==> src/rtl/control_sequencer.sv <==
`timescale 1ns/1ps
// -----------------------------------------------------------------------------
// control_sequencer
//
// Hardwired Moore control unit for the datapath. It runs the 3-cycle
// instruction fetch (T0-T2). It then decodes the opcode in IR and, for
// register-register ALU instructions, runs the 3-cycle execute (T3-T5).
// Register numbers are not decoded here. Gra/Grb/Grc only pick which IR field
// the select-and-encode logic uses.
//
// Optional feature macro: CTRL_MEMWAIT_EN
//   defined   : T1 stretches until MemRdy=1. Read and MDRin stay high for the
//               whole of T1. PCin and Zlowout pulse only in the first T1 cycle.
//   undefined : T1 is a single cycle and MemRdy is ignored.
//
// Parameters
//   IRW   instruction register width
//   OPW   opcode field width, taken from IR[IRW-1 -: OPW]
//
// Ports
//   clk                          system clock, rising edge
//   clr                          asynchronous active-high reset
//   Run                          start/continue; sampled in IDLE and at end of instruction
//   IR                           instruction register contents (valid from T3)
//   MemRdy                       memory read complete (CTRL_MEMWAIT_EN only)
//   PCout,Zlowout,MDRout,Rout    bus drive enables
//   MARin,PCin,MDRin,IRin,
//   Yin,Zin,Rin                  register load enables
//   IncPC,Read                   PC+1 in ALU; memory read request
//   ADD,SUB,AND,OR               ALU op select (one-hot or zero)
//   Gra,Grb,Grc                  ra/rb/rc field select
//   Halted                       high in HALT state
// -----------------------------------------------------------------------------
module control_sequencer #(
    parameter int IRW = 32,
    parameter int OPW = 5
) (
    input  logic           clk,
    input  logic           clr,
    input  logic           Run,
    input  logic [IRW-1:0] IR,
    input  logic           MemRdy,
    output logic           PCout,
    output logic           Zlowout,
    output logic           MDRout,
    output logic           Rout,
    output logic           MARin,
    output logic           PCin,
    output logic           MDRin,
    output logic           IRin,
    output logic           Yin,
    output logic           Zin,
    output logic           Rin,
    output logic           IncPC,
    output logic           Read,
    output logic           ADD,
    output logic           SUB,
    output logic           AND,
    output logic           OR,
    output logic           Gra,
    output logic           Grb,
    output logic           Grc,
    output logic           Halted
);

    typedef enum logic [2:0] {
        S_IDLE = 3'd0,
        S_T0   = 3'd1,
        S_T1   = 3'd2,
        S_T2   = 3'd3,
        S_T3   = 3'd4,
        S_T4   = 3'd5,
        S_T5   = 3'd6,
        S_HALT = 3'd7
    } state_t;

    localparam logic [OPW-1:0] OP_NOP  = '0;
    localparam logic [OPW-1:0] OP_ADD  = OPW'(5'b00011);
    localparam logic [OPW-1:0] OP_SUB  = OPW'(5'b00100);
    localparam logic [OPW-1:0] OP_AND  = OPW'(5'b00101);
    localparam logic [OPW-1:0] OP_OR   = OPW'(5'b00110);
    localparam logic [OPW-1:0] OP_HALT = OPW'(5'b11011);

    state_t         state_q, state_d;
    logic [OPW-1:0] op_q, op_d;
    logic [OPW-1:0] ir_op;
    logic           ir_is_alu;
    logic           first_t1;    // PCin/Zlowout only in the first T1 cycle
    logic           unused_bits;

    assign ir_op     = IR[IRW-1 -: OPW];
    assign ir_is_alu = (ir_op == OP_ADD) || (ir_op == OP_SUB) ||
                       (ir_op == OP_AND) || (ir_op == OP_OR);

`ifdef CTRL_MEMWAIT_EN
    // Set once T1 has been held for at least one edge. It blanks the
    // PC-update strobes so the PC is loaded only once per fetch.
    logic wait_q, wait_d;

    always_ff @(posedge clk or posedge clr) begin
        if (clr) wait_q <= 1'b0;
        else     wait_q <= wait_d;
    end

    assign first_t1    = ~wait_q;
    assign unused_bits = ^IR[IRW-OPW-1:0];
`else
    assign first_t1    = 1'b1;
    assign unused_bits = ^{IR[IRW-OPW-1:0], MemRdy};
`endif

    always_ff @(posedge clk or posedge clr) begin
        if (clr) begin
            state_q <= S_IDLE;
            op_q    <= OP_NOP;
        end else begin
            state_q <= state_d;
            op_q    <= op_d;
        end
    end

    // Next-state logic. The opcode is decoded straight from IR in T3 (IR was
    // loaded at the end of T2) and latched on the same edge for use in T4.
    always_comb begin
        state_d = state_q;
        op_d    = op_q;
`ifdef CTRL_MEMWAIT_EN
        wait_d  = 1'b0;
`endif
        case (state_q)
            S_IDLE: if (Run) state_d = S_T0;
            S_T0:   state_d = S_T1;
            S_T1: begin
`ifdef CTRL_MEMWAIT_EN
                if (MemRdy) state_d = S_T2;
                else        wait_d  = 1'b1;
`else
                state_d = S_T2;
`endif
            end
            S_T2:   state_d = S_T3;
            S_T3: begin
                op_d = ir_op;
                if (ir_is_alu)              state_d = S_T4;
                else if (ir_op == OP_HALT)  state_d = S_HALT;
                else                        state_d = Run ? S_T0 : S_IDLE;
            end
            S_T4:   state_d = S_T5;
            S_T5:   state_d = Run ? S_T0 : S_IDLE;
            S_HALT: state_d = S_HALT;
            default: state_d = S_IDLE;
        endcase
    end

    // Moore outputs: present state and latched opcode only.
    always_comb begin
        PCout   = 1'b0;
        Zlowout = 1'b0;
        MDRout  = 1'b0;
        Rout    = 1'b0;
        MARin   = 1'b0;
        PCin    = 1'b0;
        MDRin   = 1'b0;
        IRin    = 1'b0;
        Yin     = 1'b0;
        Zin     = 1'b0;
        Rin     = 1'b0;
        IncPC   = 1'b0;
        Read    = 1'b0;
        ADD     = 1'b0;
        SUB     = 1'b0;
        AND     = 1'b0;
        OR      = 1'b0;
        Gra     = 1'b0;
        Grb     = 1'b0;
        Grc     = 1'b0;
        Halted  = 1'b0;
        case (state_q)
            S_T0: begin
                PCout = 1'b1;
                MARin = 1'b1;
                IncPC = 1'b1;
                Zin   = 1'b1;
            end
            S_T1: begin
                Zlowout = first_t1;
                PCin    = first_t1;
                Read    = 1'b1;
                MDRin   = 1'b1;
            end
            S_T2: begin
                MDRout = 1'b1;
                IRin   = 1'b1;
            end
            S_T3: begin
                Grb  = 1'b1;
                Rout = 1'b1;
                Yin  = 1'b1;
            end
            S_T4: begin
                Grc  = 1'b1;
                Rout = 1'b1;
                Zin  = 1'b1;
                ADD  = (op_q == OP_ADD);
                SUB  = (op_q == OP_SUB);
                AND  = (op_q == OP_AND);
                OR   = (op_q == OP_OR);
            end
            S_T5: begin
                Zlowout = 1'b1;
                Gra     = 1'b1;
                Rin     = 1'b1;
            end
            S_HALT: Halted = 1'b1;
            default: ;
        endcase
    end

endmodule
==> config.mk <==
export PLATFORM = sky130hd
export DESIGN_NAME = control_sequencer
export DESIGN_NICKNAME = d
export VERILOG_FILES = /design/src/rtl/control_sequencer.sv
export SDC_FILE = /design/constraint.sdc
export NUM_CORES = 1
export LEC_CHECK = 0
export ABC_AREA = 1
export BUFFER_PORTS_ARGS = -buffer_cell sky130_fd_sc_hd__buf_2
export CAP_MARGIN = 20
export CELL_PAD_IN_SITES_DETAIL_PLACEMENT = 1
export CELL_PAD_IN_SITES_GLOBAL_PLACEMENT = 2
export CORE_UTILIZATION = 15
export CTS_BUF_LIST = sky130_fd_sc_hd__clkbuf_8
export CTS_CLUSTER_SIZE = 14
export DETAILED_ROUTE_END_ITERATION = 10
export PLACE_DENSITY = 0.83
export SLEW_MARGIN = 20
export SYNTH_ARGS = -nofsm -noshare
export SYNTH_HDL_FRONTEND = slang
export SYNTH_SLANG_ARGS = --single-unit
export TNS_END_PERCENT = 20
==> constraint.sdc <==
create_clock -name clk -period 1.4 [get_ports clk]
set_input_delay 0 -clock clk [delete_from_list [all_inputs] [get_ports clk]]
set_output_delay 0 -clock clk [all_outputs]
set_load 0.01 [all_outputs]
; ---- After elaboration in Yosys (flattened, before gate mapping)
; Cells that the tools add are included.
[op_classes]
n_mux = 19
n_reduce_logical = 7
eq_ne = 17
[op_table]
columns = cell, count
row1 = $eq 5x3->1 const B, 6
row2 = $pmux 3 s8, 1
row3 = $mux 1, 15
row4 = $eq 3x3->1 const B, 4
row5 = $eq 5x2->1 const B, 2
row6 = $mux 3, 3
row7 = $eq 3x2->1 const B, 2
row8 = $reduce_or 2->1, 3
row9 = $eq 5x5->1 const B, 1
row10 = $eq 3x1->1 const B, 1
row11 = $logic_not 3->1, 1
row12 = $logic_or 1x1->1, 3
row13 = $ne 2x2->1 const B, 1
[totals]
input_bits = 36
reg_bits = 8
wordCells = 45
out_inout_bits = 21

; ---- Logic depth before layout (Yosys ltp)
[logic_depth]
word_depth = 6
ltp_mapped = 7
depth_no_buf = 7

; ---- Worst setup path after synthesis
; OpenSTA, ideal clock, no wires.
[synth_timing]
path_kind = register to output
startpoint = reg state_q[1]
endpoint = out ADD
required_ps = 1400
setup_slack_ps = 354
t_arrival_ps = 1046
path_stages_with_launch = 6
n_path_buf = 0
cell_sequence = dfrtp_1 inv_2 nand2_2 nor2_4 inv_1 nor3_1
[synth_via]
elab_chain_cells = 2
[synth_lines]
columns = element, line
row1 = start: declaration, 84  ; state_t state_q, state_d;
row2 = start signal: assignment, 117  ; state_q <= state_d;
row3 = $eq 3x3->1, 178  ; case (state_q)
row4 = $mux 1, 178
row5 = end: declaration, 56  ; output logic ADD,
; Every way passes these cells.

; ---- Worst setup path after layout
; Ends and elaborated chain as after synthesis.

==> results.py <==
metrics = {
    "route": {
        "avgRoutedWirePerCell_um": 9.90,
        "num_vias": 569,
        "drc": 0,
        "drtIter0Drc": 27,
        "ant_nets": 0,
        "routed_wl_um": 1510,
        "drtPass1Iterations": 4,
        "vias_per_cell": 3.72,
    },
    "floorplan": {
        "dieArea_mm2": 0.00387,
        "core_area_mm2": 0.00342,
        "die_y_um": 62.2,
        "io_pins": 57,
        "placementRows": 21,
        "die_x_um": 62.2,
        "start_util_pct": 15.9,
    },
    "job": {
        "cap_violations": 0,
    },
    "power": {
        "leakage_nw": 0.464,
        "power_mw": 1.52,
        "ir_drop_v": 0.000286,
        "power_density_mw_per_mm2": 1970,
    },
    "hold_path": {
        "hold_end": "state_q[0]",
        "hp-class": "input port to flip-flop",
        "hold_start": "Run",
        "whs_path_depth": 3,
    },
    "global_routing": {
        "grt_pass1_wl_um": 2690,
        "antenna_found_initial": 0,
        "grt_pass1_vias": 565,
        "overflow": 0,
        "track_usage_pct": 8.91,
        "grt_max_degree": 12,
    },
    "layout": {
        "final_cell_mix": "28 x buf_2, 20 x nand2_1, 15 x inv_1",
        "num_antenna_cells": 0,
        "nFillCells": 440,
        "drive_gt1_share_pct": 38.3,
        "syn_to_final_growth_pct": 41.8,
        "mostFrequentLayoutCell": "buf_2",
        "finish.instance_area_um2": 772,
        "layout.nets": 145,
    },
    "critical_path": {
        "cp_max_fo": 5,
        "regToRegSetupSlack_ns": 0.23,
        "reg2reg_from": "state_q[1]",
        "worstSetupPathType": "flip-flop to output pin",
        "r2r_end": "op_q[0]",
        "worst_ep_required_time_ns": 1.40,
        "reg2regPathDepth": 6,
        "cp-start-kind": "flip-flop",
        "arrival_ns": 1.33,
        "crit_path_end_kind": "output pin",
    },
    "outcome": {
        "outcome": "finished clean",
    },
    "timing": {
        "min_period_over_period_pct": 94.8,
        "hold_violations": 0,
        "min_period_ns": 1.33,
        "maxSlewViolCount": 0,
        "fmax_ghz": 0.753,
        "finalSetupTns_ns": 0,
        "slew_headroom_pct": 80.8,
        "final-setup-viol-count": 0,
        "fin_skew_ns": 0.00133,
        "worst_slack_ns": 0.0723,
        "worstMarginPinSlew_ns": 0.287,
    },
    "clock_network": {
        "cts_tree": "built",
        "numCtsBuffers": 3,
        "clkTransAtPathRegs_ns": 0.04,
        "clock_sinks": 8,
        "insertion_delay_ns": 0.23,
        "clk_path_buf_depth": 2,
        "htree_levels": 1,
        "cts-root-buf": "clkbuf_8",
    },
    "logic_synthesis": {
        "synthDistinctLibCells": 15,
        "yosys_warnings": 0,
        "synth.ff_latch_count": 8,
        "syn_area_um2": 544,
        "synth_nets": 116,
        "synthCells": 80,
        "seq_area_frac_synth_pct": 36.8,
        "syn_avg_cell_area_um2": 6.80,
    },
    "placement": {
        "io_buffers": 28,
        "place.gp.congestion": 0.718,
        "place_ws_ns": 0.272,
        "placed_cell_area_um2": 689,
        "hpwl_um": 1190,
    },
}
## metrics by stage
| step | hold WS [ns] | instances | util (%) |
|---|---|---|---|
| after floorplan | -0.184 | 80 | - |
| after detailed placement | -0.0481 | 147 | 20.2 |
| final | 0.0160 | 153 | 22.6 |
| after global placement | -0.0563 | 147 | 20.2 |
| after CTS | 0.0159 | 151 | 21.7 |
| after global routing | 0.0252 | 153 | 22.6 |
## power breakdown
group	total (mW)	leakage, nW	switching [mW]	internal (mW)
sequential	0.472	0.0976	0.124	0.347
combinational	0.772	0.345	0.470	0.302
clock	0.278	0.0216	0.0920	0.186
## area by class of cell
| type | instances | area (um^2) | area share (%) |
|---|---|---|---|
| Inverter | 16 | 60.1 | 7.78 |
| Sequential cell | 8 | 201 | 26.1 |
| Clock buffer | 3 | 41.3 | 5.35 |
| Tap cell | 46 | 57.6 | 7.46 |
| Timing Repair Buffer | 32 | 173 | 22.4 |
| Multi-Input combinational cell | 48 | 239 | 31.0 |
## state kept, by name, summed over array words and instances (netlist names)
signal   cells
state_q      3
op_q         5
## routing by layer
layer  track usage, %  share of wire, %  up-vias
li1                 -                 -      293
met5                0                 0        -
met1             11.7                50      251
met3             1.47               4.4        5
met4             7.85               3.6        0
met2             12.5                42       20
## cells in the mapped netlist, drive strengths merged
cell type	n	area, um^2
dfrtp	8	200
nand4	1	6.26
nand2	21	81.3
inv	16	60.1
buf	8	60.1
a21oi	1	5.00
o21ai	3	15.0
nor3	5	25.0
o211ai	1	7.51
nor2	8	37.5
nand3b	1	11.3
nand3	7	35.0
## logic make-up (layout without fill, tap and decap cells)
kind of cell    after synthesis  in the layout  share of synthesized area [%]
compound gates                5              5                           5.06
buf+inv                      24             51                           22.1
flops                         8              8                           36.8
simple gates                 43             43                           36.1
## worst max path at each step
stage | from | end | slack (ns) | cells after the start
after floorplan | state_q[1] | ADD | 0.35 | 5
after global placement | state_q[1] | op_q[0] | 0.32 | 6
after detailed placement | state_q[1] | op_q[0] | 0.27 | 6
after CTS | state_q[1] | AND | 0.03 | 6
after global routing | state_q[1] | SUB | -0.004 | 6
final | state_q[1] | ADD | 0.07 | 6
## worst max-delay path, stage by stage (launching register included)
cell and delay, ns:
dfrtp_1 0.40, inv_2 0.12, nand2_4 0.08, nor2_4 0.11, inv_1 0.06, nor3_1 0.17
buf_2 0.16
## repair_timing
| action | in CTS | in global routing |
|---|---|---|
| buffers inserted | 0 | 2 |
| setup endpoints to repair | 0 | 4 |
| endpoints found under the hold margin | 8 | 0 |
| hold buffers | 1 | 0 |
| resized for setup | 0 | 4 |
(Power assumes the default switching activity.)
